===== config.mk =====
export PLATFORM = sky130hd
export DESIGN_NAME = axi_lite_arbiter
export DESIGN_NICKNAME = d
export VERILOG_FILES = /design/src/rtl/axi_lite_arbiter.sv
export SDC_FILE = /design/constraint.sdc
export NUM_CORES = 1
export LEC_CHECK = 0
export CAP_MARGIN = 20
export CORE_AREA = 2 2 127 129
export CTS_CLUSTER_DIAMETER = 40
export DETAILED_ROUTE_END_ITERATION = 16
export DIE_AREA = 0 0 129 131
export GPL_ROUTABILITY_DRIVEN = 0
export MAX_ROUTING_LAYER = met4
export PLACE_DENSITY_LB_ADDON = 0.2
export SLEW_MARGIN = 20
export SYNTH_ARGS = -nofsm -noshare
export SYNTH_HDL_FRONTEND = slang
export SYNTH_SLANG_ARGS = --single-unit

===== constraint.sdc =====
create_clock -name AXI_CLK -period 1.6 [get_ports AXI_CLK]
set_input_delay 0.32 -clock AXI_CLK [delete_from_list [all_inputs] [get_ports AXI_CLK]]
set_output_delay 0.32 -clock AXI_CLK [all_outputs]
set_load 0.05 [all_outputs]

===== src/rtl/axi_lite_arbiter.sv =====
// Two-requester round-robin arbiter in front of a single AXI4-Lite master port.
// One transaction is outstanding at a time; the granted requester's fields are
// captured at grant and drive the AXI channels until completion.
module axi_lite_arbiter (
  input  logic        AXI_CLK,
  input  logic        RESET,
  input  logic [1:0]  REQ,
  input  logic [1:0]  WE,
  input  logic [63:0] ADDR,
  input  logic [63:0] WDATA,
  input  logic [7:0]  WSTRB,
  output logic [1:0]  ACK,
  output logic [31:0] RDATA,
  output logic [1:0]  RESP,
  output logic [31:0] AXI_araddr,
  output logic [2:0]  AXI_arprot,
  output logic        AXI_arvalid,
  input  logic        AXI_arready,
  input  logic [31:0] AXI_rdata,
  input  logic [1:0]  AXI_rresp,
  input  logic        AXI_rvalid,
  output logic        AXI_rready,
  output logic [31:0] AXI_awaddr,
  output logic [2:0]  AXI_awprot,
  output logic        AXI_awvalid,
  input  logic        AXI_awready,
  output logic [31:0] AXI_wdata,
  output logic [3:0]  AXI_wstrb,
  output logic        AXI_wvalid,
  input  logic        AXI_wready,
  input  logic [1:0]  AXI_bresp,
  input  logic        AXI_bvalid,
  output logic        AXI_bready
);

  localparam logic [2:0] PROT = 3'b000;

  typedef enum logic [2:0] {
    S_IDLE,
    S_AR,
    S_R,
    S_AW_W,
    S_B,
    S_RSP
  } state_e;

  state_e      state_q, state_d;
  logic        last_q, last_d;
  logic        gnt_q, gnt_d;
  logic [31:0] addr_q, addr_d;
  logic [31:0] wdata_q, wdata_d;
  logic [3:0]  wstrb_q, wstrb_d;
  logic        aw_done_q, aw_done_d;
  logic        w_done_q, w_done_d;
  logic [31:0] rdata_q, rdata_d;
  logic [1:0]  resp_q, resp_d;

  logic        gnt_sel;
  logic        aw_acc;
  logic        w_acc;

  assign AXI_arprot = PROT;
  assign AXI_awprot = PROT;
  assign AXI_araddr = addr_q;
  assign AXI_awaddr = addr_q;
  assign AXI_wdata  = wdata_q;
  assign AXI_wstrb  = wstrb_q;
  assign RDATA      = rdata_q;
  assign RESP       = resp_q;

  // Next-state, capture and channel handshake outputs
  always_comb begin
    state_d     = state_q;
    last_d      = last_q;
    gnt_d       = gnt_q;
    addr_d      = addr_q;
    wdata_d     = wdata_q;
    wstrb_d     = wstrb_q;
    aw_done_d   = aw_done_q;
    w_done_d    = w_done_q;
    rdata_d     = rdata_q;
    resp_d      = resp_q;
    gnt_sel     = 1'b0;
    aw_acc      = 1'b0;
    w_acc       = 1'b0;
    ACK         = '0;
    AXI_arvalid = 1'b0;
    AXI_rready  = 1'b0;
    AXI_awvalid = 1'b0;
    AXI_wvalid  = 1'b0;
    AXI_bready  = 1'b0;

    case (state_q)
      S_IDLE: begin
        if (REQ != '0) begin
          // A lone request wins outright; a tie goes to the one not served last.
          gnt_sel   = (REQ == 2'b11) ? ~last_q : REQ[1];
          gnt_d     = gnt_sel;
          last_d    = gnt_sel;
          addr_d    = gnt_sel ? ADDR[63:32]  : ADDR[31:0];
          wdata_d   = gnt_sel ? WDATA[63:32] : WDATA[31:0];
          wstrb_d   = gnt_sel ? WSTRB[7:4]   : WSTRB[3:0];
          aw_done_d = 1'b0;
          w_done_d  = 1'b0;
          state_d   = WE[gnt_sel] ? S_AW_W : S_AR;
        end
      end
      S_AR: begin
        AXI_arvalid = 1'b1;
        if (AXI_arready) state_d = S_R;
      end
      S_R: begin
        AXI_rready = 1'b1;
        if (AXI_rvalid) begin
          rdata_d = AXI_rdata;
          resp_d  = AXI_rresp;
          state_d = S_RSP;
        end
      end
      S_AW_W: begin
        // Address and data channels complete independently; the done flags
        // remember which one has already been accepted.
        AXI_awvalid = ~aw_done_q;
        AXI_wvalid  = ~w_done_q;
        aw_acc      = aw_done_q | AXI_awready;
        w_acc       = w_done_q  | AXI_wready;
        if (aw_acc && w_acc) begin
          aw_done_d = 1'b0;
          w_done_d  = 1'b0;
          state_d   = S_B;
        end else begin
          aw_done_d = aw_acc;
          w_done_d  = w_acc;
        end
      end
      S_B: begin
        AXI_bready = 1'b1;
        if (AXI_bvalid) begin
          resp_d  = AXI_bresp;
          rdata_d = '0;
          state_d = S_RSP;
        end
      end
      S_RSP: begin
        ACK     = gnt_q ? 2'b10 : 2'b01;
        state_d = S_IDLE;
      end
      default: state_d = S_IDLE;
    endcase
  end

  // State and capture registers with synchronous reset
  always_ff @(posedge AXI_CLK) begin
    if (RESET) begin
      state_q   <= S_IDLE;
      last_q    <= 1'b1;
      gnt_q     <= 1'b0;
      addr_q    <= '0;
      wdata_q   <= '0;
      wstrb_q   <= '0;
      aw_done_q <= 1'b0;
      w_done_q  <= 1'b0;
      rdata_q   <= '0;
      resp_q    <= '0;
    end else begin
      state_q   <= state_d;
      last_q    <= last_d;
      gnt_q     <= gnt_d;
      addr_q    <= addr_d;
      wdata_q   <= wdata_d;
      wstrb_q   <= wstrb_d;
      aw_done_q <= aw_done_d;
      w_done_q  <= w_done_d;
      rdata_q   <= rdata_d;
      resp_q    <= resp_d;
    end
  end

endmodule


==> run metrics, run 1 <==
Synth Area in Compound Gates 0.1643; post-synthesis average cell area ~9 sq um; DR iter-0 viols about 200; largest family of logic cells by synthesized area compound AO/OA/AOI/OAI gates; mux contribution to synthesized area 0.1463; FILL cells 1387; Via-to-Cell Ratio 4.760; initial antenna violation count 0; Worst Setup End Kind output port; Nets approximately 1000; Setup Skew ~0.0065 ns; Core Util, Final 0.5748; Worst-path clk slew ~0.080 ns; Detail Placement HPWL ~13 mm; final hold vios 0; CTS buffer count 9; synth warn 0; diode count 0; cell area power density between 2000 and 2500 nW/um^2; Final Setup Violations between 40 and 50; Synth Area in Adders 0; crit path DAT ~1.4 ns; Die X 129 um; DR WL/cell around 16 um; top cell type's share of synthesized area 0.4362; met1 wire length approximately 7.1 mm; uppermost layer routed met4; antenna-violating nets left 0; Power, Total between 15 and 20 mW; Area after DPL 8164 sq um; worst hold slack 0.4211 ns; first-pass GRT wire length 25.96 mm; Layout area overhead 79.24%; design area 8966 sq um; Leakage ~3.6 nW; Worst EP required between 1 and 1.5 ns; pre-CTS setup slack -0.3477 ns; Die Area roughly 17000 sq um; drt first pass iters 4; Synth Instances ~560; sequential fraction of the synthesis area 0.4362; Post-Syn Area roughly 5000 sq um; ratio of cells with drive above 1 in the final layout 0.3176; Clock Sink Count 109; gr usage total 0.2019; Residual DRC 0; CTS H-tree lvls 3; DR WL met3 913 um; status finished, violations left; fmax approximately 580 MHz; clk root buf clkbuf_16; number of global-route vias before repair roughly 5100; Setup CP Type reg2out; largest net degree at the start of global routing 48; grt ovf 0; failing checks setup timing; Port Buffer Count approximately 320; Worst-Skew Late Latency 0.34 ns; final setup margin -0.1179 ns; WL final around 17 mm; Final Critical Period approximately 1.7 ns; final worst-path cycle share 1.074; worst-path fanout max 4; MaxCap Viol Count 0; via total after detailed routing between 5000 and 6000; CTS tree built; core area about 16000 sq um; simple-gate portion of the synthesized area 0.1443; HP Class in2reg; count of cell types in the netlist 33; RSZ-0062 raised after global routing yes; Worst setup SP type flip-flop; worst ir drop on vdd roughly 0.94 mV; Max clock buf depth 2; Yosys top cell by area dfxtp_1; # IOs between 300 and 400; hold buffers post-CTS 0; Rows 46; Synth area leaders dfxtp_1 44%, mux2i_1 14%, a211oi_1 11%; xor and xnor area share after synthesis 0; Starting Density 0.3207; Routed met2 length just under 9 mm; fin. max-slew vios 0; #FFs+latches synth approximately 110; die height 131 um
-- metrics by stage --
step / TNS (ns) / cells
6_report: -2.901 / 1082
3_3_place_gp: -26.21 / 1049
2_1_floorplan: -2.222 / 561
5_1_grt: -10.28 / 1082
4_1_cts: -5.386 / 1080
3_5_place_dp: -30.26 / 1049
-- cells in the final DEF, fill, tap and decap left out, drive strengths merged --
cell,count
and2,1
a2111oi,1
mux2i,72
nor3,4
and3,2
o21ai,4
nand3b,1
dfxtp,109
o211ai,1
o22ai,1
mux2,1
bufinv,1
nand2,36
a211o,1
a211oi,70
a21oi,35
buf,193
a2111o,1
nand3,32
nor2b,3
a21boi,2
o32a,1
conb,6
clkinvlp,1
o21bai,1
nor3b,3
clkdlybuf4s50,181
a22oi,1
or3,1
clkbuf,11
inv,3
or2,2
clkinv,2
nand2b,5
nor2,77
-- worst paths after layout --
| check | depth (start not counted) | slack (ns) | start | to |
|---|---|---|---|---|
| min | 3 | 0.42 | RESET | aw_done_q$_SDFFE_PP0P_ |
| max reg2reg | 8 | -0.10 | state_q[1]$_SDFFE_PP0P_ | RDATA[11]$_SDFFE_PP0P_ |
| max | 4 | -0.12 | state_q[2]$_SDFFE_PP0P_ | AXI_wvalid |
| min reg2reg | 2 | 0.46 | RDATA[5]$_SDFFE_PP0P_ | RDATA[5]$_SDFFE_PP0P_ |
-- kinds of logic (layout without fill, tap and decap cells) --
family          count (synthesis)  in the layout
buf+inv                        87            392
simple gates                  167            167
compound gates                119            119
mux                            73             73
other cells                     1              6
flops                         109            109
-- power breakdown --
group	internal, mW	switching, mW	total [mW]
combinational	4.53	7.70	12.2
clock	1.23	1.05	2.28
sequential	3.71	0.750	4.46
total	9.48	9.50	19.0
-- critical path: stages, from the launching register on --
cell and delay, ns:
dfxtp_4 0.36, buf_6 0.11, nand3b_1 0.24, nor2_2 0.19, buf_12 0.15
-- final cells by class --
cell class	count	area, sq um	area share
Tap cell	216	270.3	0.03014
Clock inverter	6	71.32	0.007954
Sequential cell	109	2191	0.2443
Inverter	1	3.754	0.0004186
Clock buffer	10	229.0	0.02554
Timing Repair Buffer	375	3618	0.4036
Multi-Input combinational cell	365	2582	0.2880
-- state kept, by name, indices dropped and copies added, names as in the netlist --
register    cells
RDATA          32
state_q         3
AXI_wdata      32
aw_done_q       1
w_done_q        1
gnt_q           1
AXI_wstrb       4
last_q          1
AXI_araddr     32
RESP            2
-- cells in the mapped netlist (all sizes together) --
| cell type | number |
|---|---|
| a2111o | 1 |
| a2111oi | 1 |
| a211o | 1 |
| a211oi | 70 |
| a21boi | 2 |
| a21oi | 35 |
| a22oi | 1 |
| and2 | 1 |
| and3 | 2 |
| buf | 70 |
| clkbuf | 16 |
| conb | 1 |
| dfxtp | 109 |
| inv | 1 |
| mux2 | 1 |
| mux2i | 72 |
| nand2 | 36 |
| nand2b | 5 |
| nand3 | 32 |
| nand3b | 1 |
| nor2 | 77 |
| nor2b | 3 |
| nor3 | 4 |
| nor3b | 3 |
| o211ai | 1 |
| o21ai | 4 |
| o21bai | 1 |
| o22ai | 1 |
| o32a | 1 |
| or2 | 2 |
| or3 | 1 |
-- layer usage --
layer  vias to the layer above  GRT usage
li1                       2535          -
met1                      2384     0.2347
met2                       196     0.3427
met3                        35    0.03339
met4                         0    0.09335
met5                         -          -
-- what timing repair did --
item                       in CTS  in global routing
hold endpoints to repair        0                  0
buffers inserted               13                  1
gates resized for setup        33                 43
cloned                          3                  1
setup endpoints to repair      75                113
pin swaps                      32                 23
No activity file was read; power rests on OpenSTA's default activity.
==> run 2: changes to the inputs <==
Clock period 1.6 ns to 1.5 ns, I/O delays scaled along.
==> run metrics, run 2 (same netlist as run 1, synthesis figures left out) <==
status finished, violations left; failing checks setup timing; cell area power density 2295 nW/um^2 (+8.4%); Final TNS setup -9.959 ns (-7.058 ns); worst-path fanout max 4 (unchanged); drt first pass iters 5 (+1); fin. max-slew vios 0 (unchanged); FILL cells 1080 (-22%); # IOs 330 (unchanged); gr usage total 0.2269 (+0.02501); Power, Total 25.68 mW (+35%); Worst Hold Endpoint state_q[2]$_SDFFE_PP0P_; ratio of cells with drive above 1 in the final layout 0.3550 (+0.03743); Nets 1071 (+2.6%); Multi-input gate area 2746 sq um (+6.3%); Leakage 4.343 nW (+19%); Via-to-Cell Ratio 4.869 (+2.3%); final hold vios 0 (unchanged); R2R Setup Slk -0.26 ns (-0.16 ns); Final Critical Period 1.765 ns; first-pass GRT wire length 28.70 mm (+11%); CTS buffer count 9 (unchanged); Starting Density 0.3207 (unchanged); commonest non-fill, non-tap cells in the layout 179 x clkdlybuf4s50_1, 156 x buf_12, 106 x dfxtp_1; DR WL/cell 18.84 um (+17%); Worst Setup End Kind flip-flop; HP Class in2reg; final worst-path cycle share 1.176; antenna-violating nets left 0 (unchanged); placed insts 1052 (+0.29%); RSZ-0062 raised after global routing yes; Worst setup SP type flip-flop; non-filler cells in the finished layout 1109 (+2.5%); Worst-path clk slew 0.07 ns (about the same); Core Util, Final 0.7175 (+0.1426); crit path from state_q[2]$_SDFFE_PP0P_; worst flop-to-flop path endpoint RESP[1]$_SDFFE_PP0P_; Setup CP Type reg2reg; crit path DAT 2.04 ns (+0.64 ns); initial antenna violation count 0 (unchanged); WL final 20.90 mm (+20%); Max clock buf depth 2 (unchanged); reg2reg path depth 9 (+1); worst ir drop on vdd 0.9380 mV (+0.22%); hold path cells 2 (-1); final setup margin -0.2647 ns (-0.1469 ns); fmax approximately 570 MHz; grt ovf 0 (unchanged); DR iter-0 viols 232 (+19%); die height 131 um (unchanged); Worst-Skew Late Latency 0.35 ns (about the same); Die Area 16900 sq um (unchanged); Final Setup Violations 103 (+150%); via total after detailed routing 5400 (+4.9%); core area 15600 sq um (unchanged); Worst EP required 1.77 ns (+0.49 ns); Setup Skew 0.006378 ns (-0.0001462 ns); hold path start RESET; Clock Sink Count 109 (unchanged); Register Area 2193 sq um (+0.11%); worst r2r src state_q[2]$_SDFFE_PP0P_; Layout area overhead 123.7%; diode count 0 (unchanged); Detail Placement HPWL 14.45 mm (+11%); clk root buf clkbuf_16; Port Buffer Count 323 (unchanged); Residual DRC 0 (unchanged); MaxCap Viol Count 0 (unchanged); CTS tree built; number of global-route vias before repair 5288 (+4.1%); largest net degree at the start of global routing 58 (+21%); CTS H-tree lvls 3 (unchanged); commonest non-fill, non-tap cell in the layout clkdlybuf4s50_1; Die X 129 um (unchanged); Rows 46 (unchanged)
==> run 2: changes by cell type in the layout (fill, tap and decap cells not counted), moves of 3 or more <==
cell	before	now
a211oi_1	63	51
a211oi_2	7	18
buf_12	20	156
buf_4	164	32
buf_6	6	20
buf_8	0	3
clkbuf_16	10	16
nand2_1	36	32
nand2_2	0	3
nand3_2	18	13
nand3_4	0	3
nor3_4	0	3
==> run 2: how the worst max path moves through the flow <==
stage	end	cells past startpoint
floorplan	AXI_awvalid	3
global placement	AXI_wdata[0]$_SDFFE_PP0P_	6
finish	RESP[1]$_SDFFE_PP0P_	9
detailed placement	AXI_wdata[0]$_SDFFE_PP0P_	6
CTS	AXI_awvalid	5
global route	RESP[1]$_SDFFE_PP0P_	9
==> run 2: metal layers <==
metal,vias to the layer above,global-route usage,share of wire
met2,215,0.4043,0.54
met3,47,0.05212,0.060
met4,0,0.09910,0.033
met5,-,-,0
met1,2559,0.2417,0.36
li1,2579,-,-
==> run 2: through the flow <==
step                setup slack [ns]  instance area [sq um]  hold WS, ns
global placement             -0.4220                   9863       0.4766
finish                       -0.2647                  11190       0.2672
global route                 -0.3402                  11190       0.2623
CTS                          -0.2459                  10560       0.2296
floorplan                    -0.1557                   5077       0.4405
detailed placement           -0.4340                   9863       0.4837
==> run 2: worst max-delay path, cell delays in order, from the launching register on <==
cell and delay (ns):
dfxtp_4 0.36, buf_6 0.11, buf_4 0.13, nor3b_4 0.28, a2111oi_4 0.10, buf_6 0.15
buf_12 0.13, buf_12 0.12, buf_16 0.13, a211oi_4 0.18
==> run 2: cell type report <==
type / count / share of cell area
repair buffers: 401 / 0.5076
clock inverters: 4 / 0.004249
well taps: 216 / 0.02415
flip-flops and latches: 109 / 0.1960
multi-input cells: 366 / 0.2454
clock buffers: 12 / 0.02203
inverters: 1 / 0.0005590
==> run 2: repair_timing <==
action,CTS,global route
pin swaps,20,37
hold buffers,0,0
hold endpoints to repair,0,0
setup endpoints to repair,114,114
gates cloned,6,10
gates resized for setup,28,96
buffers inserted,11,20
==> run 2: power by group <==
group          switching (mW)  internal [mW]
logic                    8.96           8.90
registers                1.45           3.97
clock network            1.07           1.34
